<file path="src/rtl/timestamp_capture64.sv">
// timestamp_capture64
// Captures the free-running counter on each rising edge of event_in into a
// first-word-fall-through FIFO drained through a valid/ready port. A sticky
// overflow flag records events lost because the FIFO was full.
//
// Build option: define TIMESTAMP_DELTA_EN to store inter-event deltas
// (counter - last captured counter, modulo 2**DATA_WIDTH) instead of
// absolute counter values. Without it the last-timestamp register is not built.

module timestamp_capture64 #(
  parameter int DATA_WIDTH = 64,
  parameter int DEPTH_LOG2 = 4
) (
  input  logic                         clk,
  input  logic                         reset,
  input  logic signed [DATA_WIDTH-1:0] counter,
  input  logic                         event_in,
  input  logic                         clear,
  input  logic                         rd_ready,
  output logic                         rd_valid,
  output logic        [DATA_WIDTH-1:0] rd_data,
  output logic        [DEPTH_LOG2:0]   fill,
  output logic                         overflow
);

  localparam int DEPTH = 1 << DEPTH_LOG2;
  localparam logic [DEPTH_LOG2:0] FULL_LEVEL = {1'b1, {DEPTH_LOG2{1'b0}}};

  // Pointers wrap naturally through their DEPTH_LOG2-bit width.
  function automatic logic [DEPTH_LOG2-1:0] ptr_next(input logic [DEPTH_LOG2-1:0] ptr);
    return ptr + 1'b1;
  endfunction

  // Word stored on a capture: absolute counter, or distance from the last capture.
  function automatic logic [DATA_WIDTH-1:0] capture_word(
    input logic [DATA_WIDTH-1:0] cnt,
    input logic [DATA_WIDTH-1:0] last
  );
`ifdef TIMESTAMP_DELTA_EN
    return cnt - last;
`else
    logic [DATA_WIDTH-1:0] unused_last;
    unused_last = last;
    return cnt | (unused_last & '0);
`endif
  endfunction

  logic [DATA_WIDTH-1:0] counter_u;
  assign counter_u = $unsigned(counter);

  // Control state
  logic                  event_prev_q, event_prev_d;
  logic [DEPTH_LOG2-1:0] wr_ptr_q, wr_ptr_d;
  logic [DEPTH_LOG2-1:0] rd_ptr_q, rd_ptr_d;
  logic [DEPTH_LOG2:0]   fill_q, fill_d;
  logic                  overflow_q, overflow_d;
  logic [DATA_WIDTH-1:0] last_ts;

`ifdef TIMESTAMP_DELTA_EN
  logic [DATA_WIDTH-1:0] last_ts_q, last_ts_d;
  assign last_ts = last_ts_q;
`else
  assign last_ts = '0;
`endif

  // Storage (data only, no reset)
  logic [DATA_WIDTH-1:0] mem_q [DEPTH];

  // Per-cycle decode
  logic                  evt_edge;
  logic                  full;
  logic                  pop;
  logic                  push;
  logic                  drop;
  logic [DATA_WIDTH-1:0] wr_word;

  assign rd_valid = (fill_q != '0);
  assign rd_data  = rd_valid ? mem_q[rd_ptr_q] : '0;
  assign fill     = fill_q;
  assign overflow = overflow_q;

  // Decode edge, push, pop and drop; clear voids every FIFO action in its cycle.
  always_comb begin
    evt_edge = event_in & ~event_prev_q;
    full     = (fill_q == FULL_LEVEL);
    pop      = rd_valid & rd_ready & ~clear;
    push     = evt_edge & ~clear & (~full | pop);
    drop     = evt_edge & ~clear & full & ~pop;
    wr_word  = capture_word(counter_u, last_ts);
  end

  // Next-state for pointers, fill level, overflow flag and edge history.
  always_comb begin
    event_prev_d = event_in;
    wr_ptr_d     = wr_ptr_q;
    rd_ptr_d     = rd_ptr_q;
    fill_d       = fill_q;
    overflow_d   = overflow_q;
    if (clear) begin
      wr_ptr_d   = '0;
      rd_ptr_d   = '0;
      fill_d     = '0;
      overflow_d = 1'b0;
    end else begin
      if (push) begin
        wr_ptr_d = ptr_next(wr_ptr_q);
      end
      if (pop) begin
        rd_ptr_d = ptr_next(rd_ptr_q);
      end
      if (push && !pop) begin
        fill_d = fill_q + 1'b1;
      end else if (pop && !push) begin
        fill_d = fill_q - 1'b1;
      end
      if (drop) begin
        overflow_d = 1'b1;
      end
    end
  end

`ifdef TIMESTAMP_DELTA_EN
  // Delta reference follows every detected edge, dropped ones included.
  always_comb begin
    last_ts_d = last_ts_q;
    if (clear) begin
      last_ts_d = '0;
    end else if (evt_edge) begin
      last_ts_d = counter_u;
    end
  end

  // Delta reference register.
  always_ff @(posedge clk or posedge reset) begin
    if (reset) begin
      last_ts_q <= '0;
    end else begin
      last_ts_q <= last_ts_d;
    end
  end
`endif

  // Control registers with asynchronous clear.
  always_ff @(posedge clk or posedge reset) begin
    if (reset) begin
      event_prev_q <= 1'b0;
      wr_ptr_q     <= '0;
      rd_ptr_q     <= '0;
      fill_q       <= '0;
      overflow_q   <= 1'b0;
    end else begin
      event_prev_q <= event_prev_d;
      wr_ptr_q     <= wr_ptr_d;
      rd_ptr_q     <= rd_ptr_d;
      fill_q       <= fill_d;
      overflow_q   <= overflow_d;
    end
  end

  // FIFO storage write; at full with a pop, wr_ptr equals rd_ptr and the
  // read side still sees the old head this cycle.
  always_ff @(posedge clk) begin
    if (push) begin
      mem_q[wr_ptr_q] <= wr_word;
    end
  end

endmodule

</file>
<file path="config.mk">
export PLATFORM = sky130hd
export DESIGN_NAME = timestamp_capture64
export DESIGN_NICKNAME = d
export VERILOG_FILES = /design/src/rtl/timestamp_capture64.sv
export SDC_FILE = /design/constraint.sdc
export NUM_CORES = 1
export LEC_CHECK = 0
export CAP_MARGIN = 20
export CORE_MARGIN = 2
export CORE_UTILIZATION = 50
export CTS_CLUSTER_SIZE = 28
export DETAILED_ROUTE_END_ITERATION = 10
export DONT_BUFFER_PORTS = 1
export MAX_ROUTING_LAYER = met4
export PLACE_DENSITY_LB_ADDON = 0.25
export SYNTH_ARGS = -nofsm -noshare
export SYNTH_HDL_FRONTEND = slang
export SYNTH_SLANG_ARGS = --single-unit
</file>
<file path="constraint.sdc">
create_clock -name clk -period 10 [get_ports clk]
set_input_delay 1.5 -clock clk [delete_from_list [all_inputs] [get_ports clk]]
set_output_delay 1.5 -clock clk [all_outputs]
set_load 0.02 [all_outputs]
</file>
# Word-level counts from Yosys, hierarchy flattened

Memory sizes are Yosys's and may differ from the RTL's.
Cells that the tools add are included.

Add/sub/neg operators: 4
Multiply operators: 0
Div/mod/pow operators: 0
Order comparisons: 0
Equal/unequal tests: 1
Shift operators: 0
Multiplexer cells: 12
Bitwise gates (word level): 12
Reduce and logical (&&, ||, !) cells: 9

Operators by type and width:

| kind                  | count |
|---|---|
| $mux W64              | 1 |
| $mux W4               | 4 |
| $mux W5               | 3 |
| $add A4 B1 Y4 const B | 2 |
| $and A1 B1 Y1         | 7 |
| $reduce_bool A2 Y1    | 3 |
| $add A5 B1 Y5 const B | 1 |
| $eq A5 B5 Y1 const B  | 1 |
| $reduce_bool A5 Y1    | 1 |
| $sub A5 B1 Y5 const B | 1 |
| $mux W1               | 4 |
| $not A1 Y1            | 4 |
| $reduce_bool A3 Y1    | 1 |
| $logic_and A1 B1 Y1   | 2 |
| $logic_not A1 Y1      | 2 |
| $or A1 B1 Y1          | 1 |

Register bits: 15
Bits in latches: 0
Bits in writable memories: 1024
ROM bits: 0
Output and inout port bits: 71
Logic and storage cells: 44
Memories kept: 1

Memory list:

| memory | words | bits a word | read ports | clocked after Yosys merged registers in | write ports | line | RTL |
|---|---|---|---|---|---|---|---|
| mem_q  | 16    | 64          | 1          | 0                                       | 1           | 67   | `logic [DATA_WIDTH-1:0] mem_q [DEPTH];` |

# Logic depth before layout (Yosys ltp)

Depth in word-level cells: 10
Depth in mapped cells: 11

# Worst setup path before layout

Ideal clock, no wire load.

Kind: input -> register
Start: input clear
End: memory mem_q[5][0] (enable)
Arrival time: 8.601 ns
Data required time: 9.334 ns
Setup slack: 0.733 ns
Cell stages on the path: 4
Path buffers: 2
Cells stage by stage: clkbuf_1 -> nand2b_1 -> buf_1 -> nor4b_1

Word-level cells in the longest chain between the ends: 6
Elaborated cells on any way between the ends: 7

RTL lines:

| item                              | line   | RTL |
|---|---|---|
| start, declared                   | 18     | `input logic clear,` |
| $not A1 Y1 (*)                    | 86, 87 |  |
| $and A1 B1 Y1                     | 86     | `pop = rd_valid & rd_ready & ~clear;` |
| $or A1 B1 Y1                      | 87     | `push = evt_edge & ~clear & (~full \| pop);` |
| $and A1 B1 Y1 (*)                 | 87     |  |
| $mux W1 (*)                       | 163    | `if (push) begin` |
| $mux W1 (not written as such) (*) | 164    | `mem_q[wr_ptr_q] <= wr_word;` |
| end, declared                     | 67     |  |

Mark *: on every way between the ends. The rest lies on a longest branch, timed or not.

# Worst setup path in the final report

Start: register rd_ptr_q[0]
End: output rd_data[38]

Word-level cells in the longest chain between the ends: 2

RTL lines:

| item                   | line | RTL |
|---|---|---|
| start, declared        | 54   | `logic [DEPTH_LOG2-1:0] rd_ptr_q, rd_ptr_d;` |
| start signal, assigned | 154  | `rd_ptr_q <= rd_ptr_d;` |
| $mem_v2 Z16 W64        | n/a  |  |
| $mux W64               | 78   | `assign rd_data = rd_valid ? mem_q[rd_ptr_q] : '0;` |
| end, declared          | 21   | `output logic [DATA_WIDTH-1:0] rd_data,` |

No other way between the ends.

==> flow_summary.ini <==
[floorplanning]
die-width_um = 287
rows = 103
ios = 140
core_um2 = 79300
die_h_um = 287
die_area_um2 = 82600
start_util_pct = 50.7

[critical_path]
worstReg2RegEnd = fill[2]
rrSetupSlack_ns = 5.94
slowest_delay_ns = 0.90
reg2reg_from = fill[0]
path_cells = buf_12 > buf_4 > mux4_2 > nor2b_1 > a211oi_1 > a211oi_1
cp_max_fo = 121
critPathRequiredTime_ns = 8.50
path_class = flop to output port
worstSetupStartpointType = flop
critPathCaptureType = output port
rr_worst_depth = 6
cp.arrival_ns = 4.38
slowest_stage = a211oi_1
path_common_cell = a211oi_1

[clocking]
cts_hold_buf = 0
clkLatencyLatePin_ns = 0.66
root_buffer = clkbuf_16
cts_tree = built
cts_sinks = 1039
clockBufferDepth = 3
clk_pin_slew_ns = 0.06
h-tree-depth = 3
cts.repair.resized = 0
post-cts-setup-buffer-count = 0
numCtsBuffers = 102

[sta]
timing.final.max_slew_violations = 0
post-route-period-util_pct = 58.8
max-slew-margin-rel_pct = 19.2
finClkSkew_ns = 0.0222
tns_ns = 0
worst_slack_ns = 4.12
tightest_slew_ns = 1.20
final-hold-violation-count = 0
finalSetupViolCount = 0
period_needed_ns = 5.88
grt_setup_unrepaired = no
max_freq_ghz = 0.170

[yosys]
seq_area_frac_synth_pct = 77.5
synth_area_leader_cell = edfxtp_1
synth_async_sr_flop_share_pct = 1.44
synth_top_area_share_pct = 76.5
syn-num-nets = 1892
synth_edf_count = 1024
synthCells = 1813
syn-cell-area_um2 = 40200
synth_seq_cells = 1039
ys_warn_count = 0
synth_area_per_cell_um2 = 22.2
synth_cell_type_count = 45
synth_top_flop_cell = edfxtp_1
synth_area_leaders = edfxtp_1, mux4_2, a211oi_1, mux2i_1, nor2b_1

[route]
post-route-drc-count = 0
postRouteWirelength_mm = 85.8
drt_iter0_drc = 1786
first_pass_iters = 5
wl_per_cell_um = 28.7
vias = 18400
final_antenna_net_count = 0
vias_per_cell = 6.17

[global_route]
antenna_found_initial = 0
grtUsageTotal_pct = 21.7
overflow = 0
grt_pass1_wl_mm = 126
grt_pass1_vias = 18900
grt_max_degree = 173

[flow_run]
cap_violations = 0

[pwr]
leakagePower_uw = 0.0135
ir_drop_v = 0.000151
power_density_nw_per_um2 = 229

[worst_hold_path]
whs_endpoint = wr_ptr_q[1]
hold_depth = 2
min_from = wr_ptr_q[1]
hold_class = flop to flop

[layout]
final-seq-area_um2 = 31100
mostFrequentLayoutCells = edfxtp_1, mux4_2, a211oi_1, clkbuf_16, nor2b_1
finalNetCount = 1934
final_common_cell = edfxtp_1
drive_gt1_share_pct = 24.4
area_delta_synth_final_pct = 11.3
num_antenna_cells = 0
multi_input_area_um2 = 8610
fill_cells = 5693

[place]
gp_congestion = 0.736
port_buffers = 0
hpwlAfterDp_mm = 42.0
dp_slack_ns = 4.62

[run_status]
outcome = finished clean
## area by class of cell
class,count,share of cell area (%)
clock buffers,119,5.95
clock inverters,66,1.20
inverters,6,0.0504
multi-input cells,656,19.3
flip-flops and latches,1039,69.7
well taps,1050,2.94
repair buffers,50,0.924
## state kept, by name, indices dropped and copies added, names as in the netlist
| register | count |
|---|---|
| wr_ptr_q | 4 |
| overflow | 1 |
| rd_ptr_q | 4 |
| mem_q | 1024 |
| event_prev_q | 1 |
| fill | 5 |
## critical path, delay by kind of cell (launching register included)
family | cells | cell delay (ns)
muxes | 1 | 0.35
AOI/OAI and AO/OA | 2 | 0.97
buffers and inverters | 2 | 1.52
DFF | 1 | 0.65
and+or+nand+nor | 1 | 0.15
## where the power goes
| group | switching, uW | internal, uW | total (uW) |
|---|---|---|---|
| clock | 1560 | 2100 | 3660 |
| combinational | 983 | 733 | 1720 |
| sequential | 66.5 | 4810 | 4880 |
## metal layers
metal	up-vias	track usage [%]	share of wire [%]
met2	581	33.5	49
met1	9979	29.4	42
met3	127	4.98	7.8
li1	7722	-	-
met4	0	5.91	1.9
met5	-	-	0
## stage by stage
stage / std cells / utilization [%] / power [uW] / area (um2) / hold WS [ns]
finish: 2986 / 56.4 / 10300 / 44700 / 0.626
global route: 2986 / 56.4 / 10600 / 44700 / 0.671
CTS: 2985 / 56.4 / 10400 / 44700 / 0.611
detailed placement: 2800 / 52.3 / 6720 / 41500 / 0.602
global placement: 2800 / 52.3 / 6710 / 41500 / 0.573
floorplan: 1813 / - / 6340 / 40200 / 0.556
## Yosys cell counts, types with 3 or more instances
cell and n:
inv_1 5, a211oi_1 109, nor2_1 12, xor2_1 3
xnor2_1 3, clkbuf_1 50, edfxtp_1 1024, nand2_1 31
mux4_2 252, buf_2 48, nor4_1 4, buf_1 10
buf_4 3, nor3_1 26, nor4b_1 3, a21oi_1 7
nand3_1 5, and3_1 19, ha_1 9, nor2b_1 67
nand2b_1 20, mux2_1 3, mux2i_1 55, dfrtp_1 15
and2_1 5
## worst max path at each step
| stage | startpoint | to | slack, ns |
|---|---|---|---|
| detailed placement | rd_ptr_q[0] | rd_data[57] | 4.62 |
| finish | rd_ptr_q[0] | rd_data[38] | 4.12 |
| CTS | rd_ptr_q[0] | rd_data[57] | 3.94 |
| global route | rd_ptr_q[0] | rd_data[38] | 3.70 |
| global placement | rd_ptr_q[0] | rd_data[38] | 4.64 |
| floorplan | clear | mem_q[5][0] | 0.73 |
## logic make-up (layout without fill, tap and decap cells)
family | after synthesis | in the layout | share of synthesized area (%)
flip-flops | 1039 | 1039 | 77.5
multiplexers | 310 | 310 | 15.6
AND/OR/NAND/NOR | 200 | 200 | 2.79
AO/OA/AOI/OAI | 130 | 130 | 2.40
buffers and inverters | 118 | 241 | 1.29
adder cells (fa/ha/maj) | 10 | 10 | 0.330
XOR/XNOR | 6 | 6 | 0.131
Note: power is estimated with default switching activity, not from simulation.
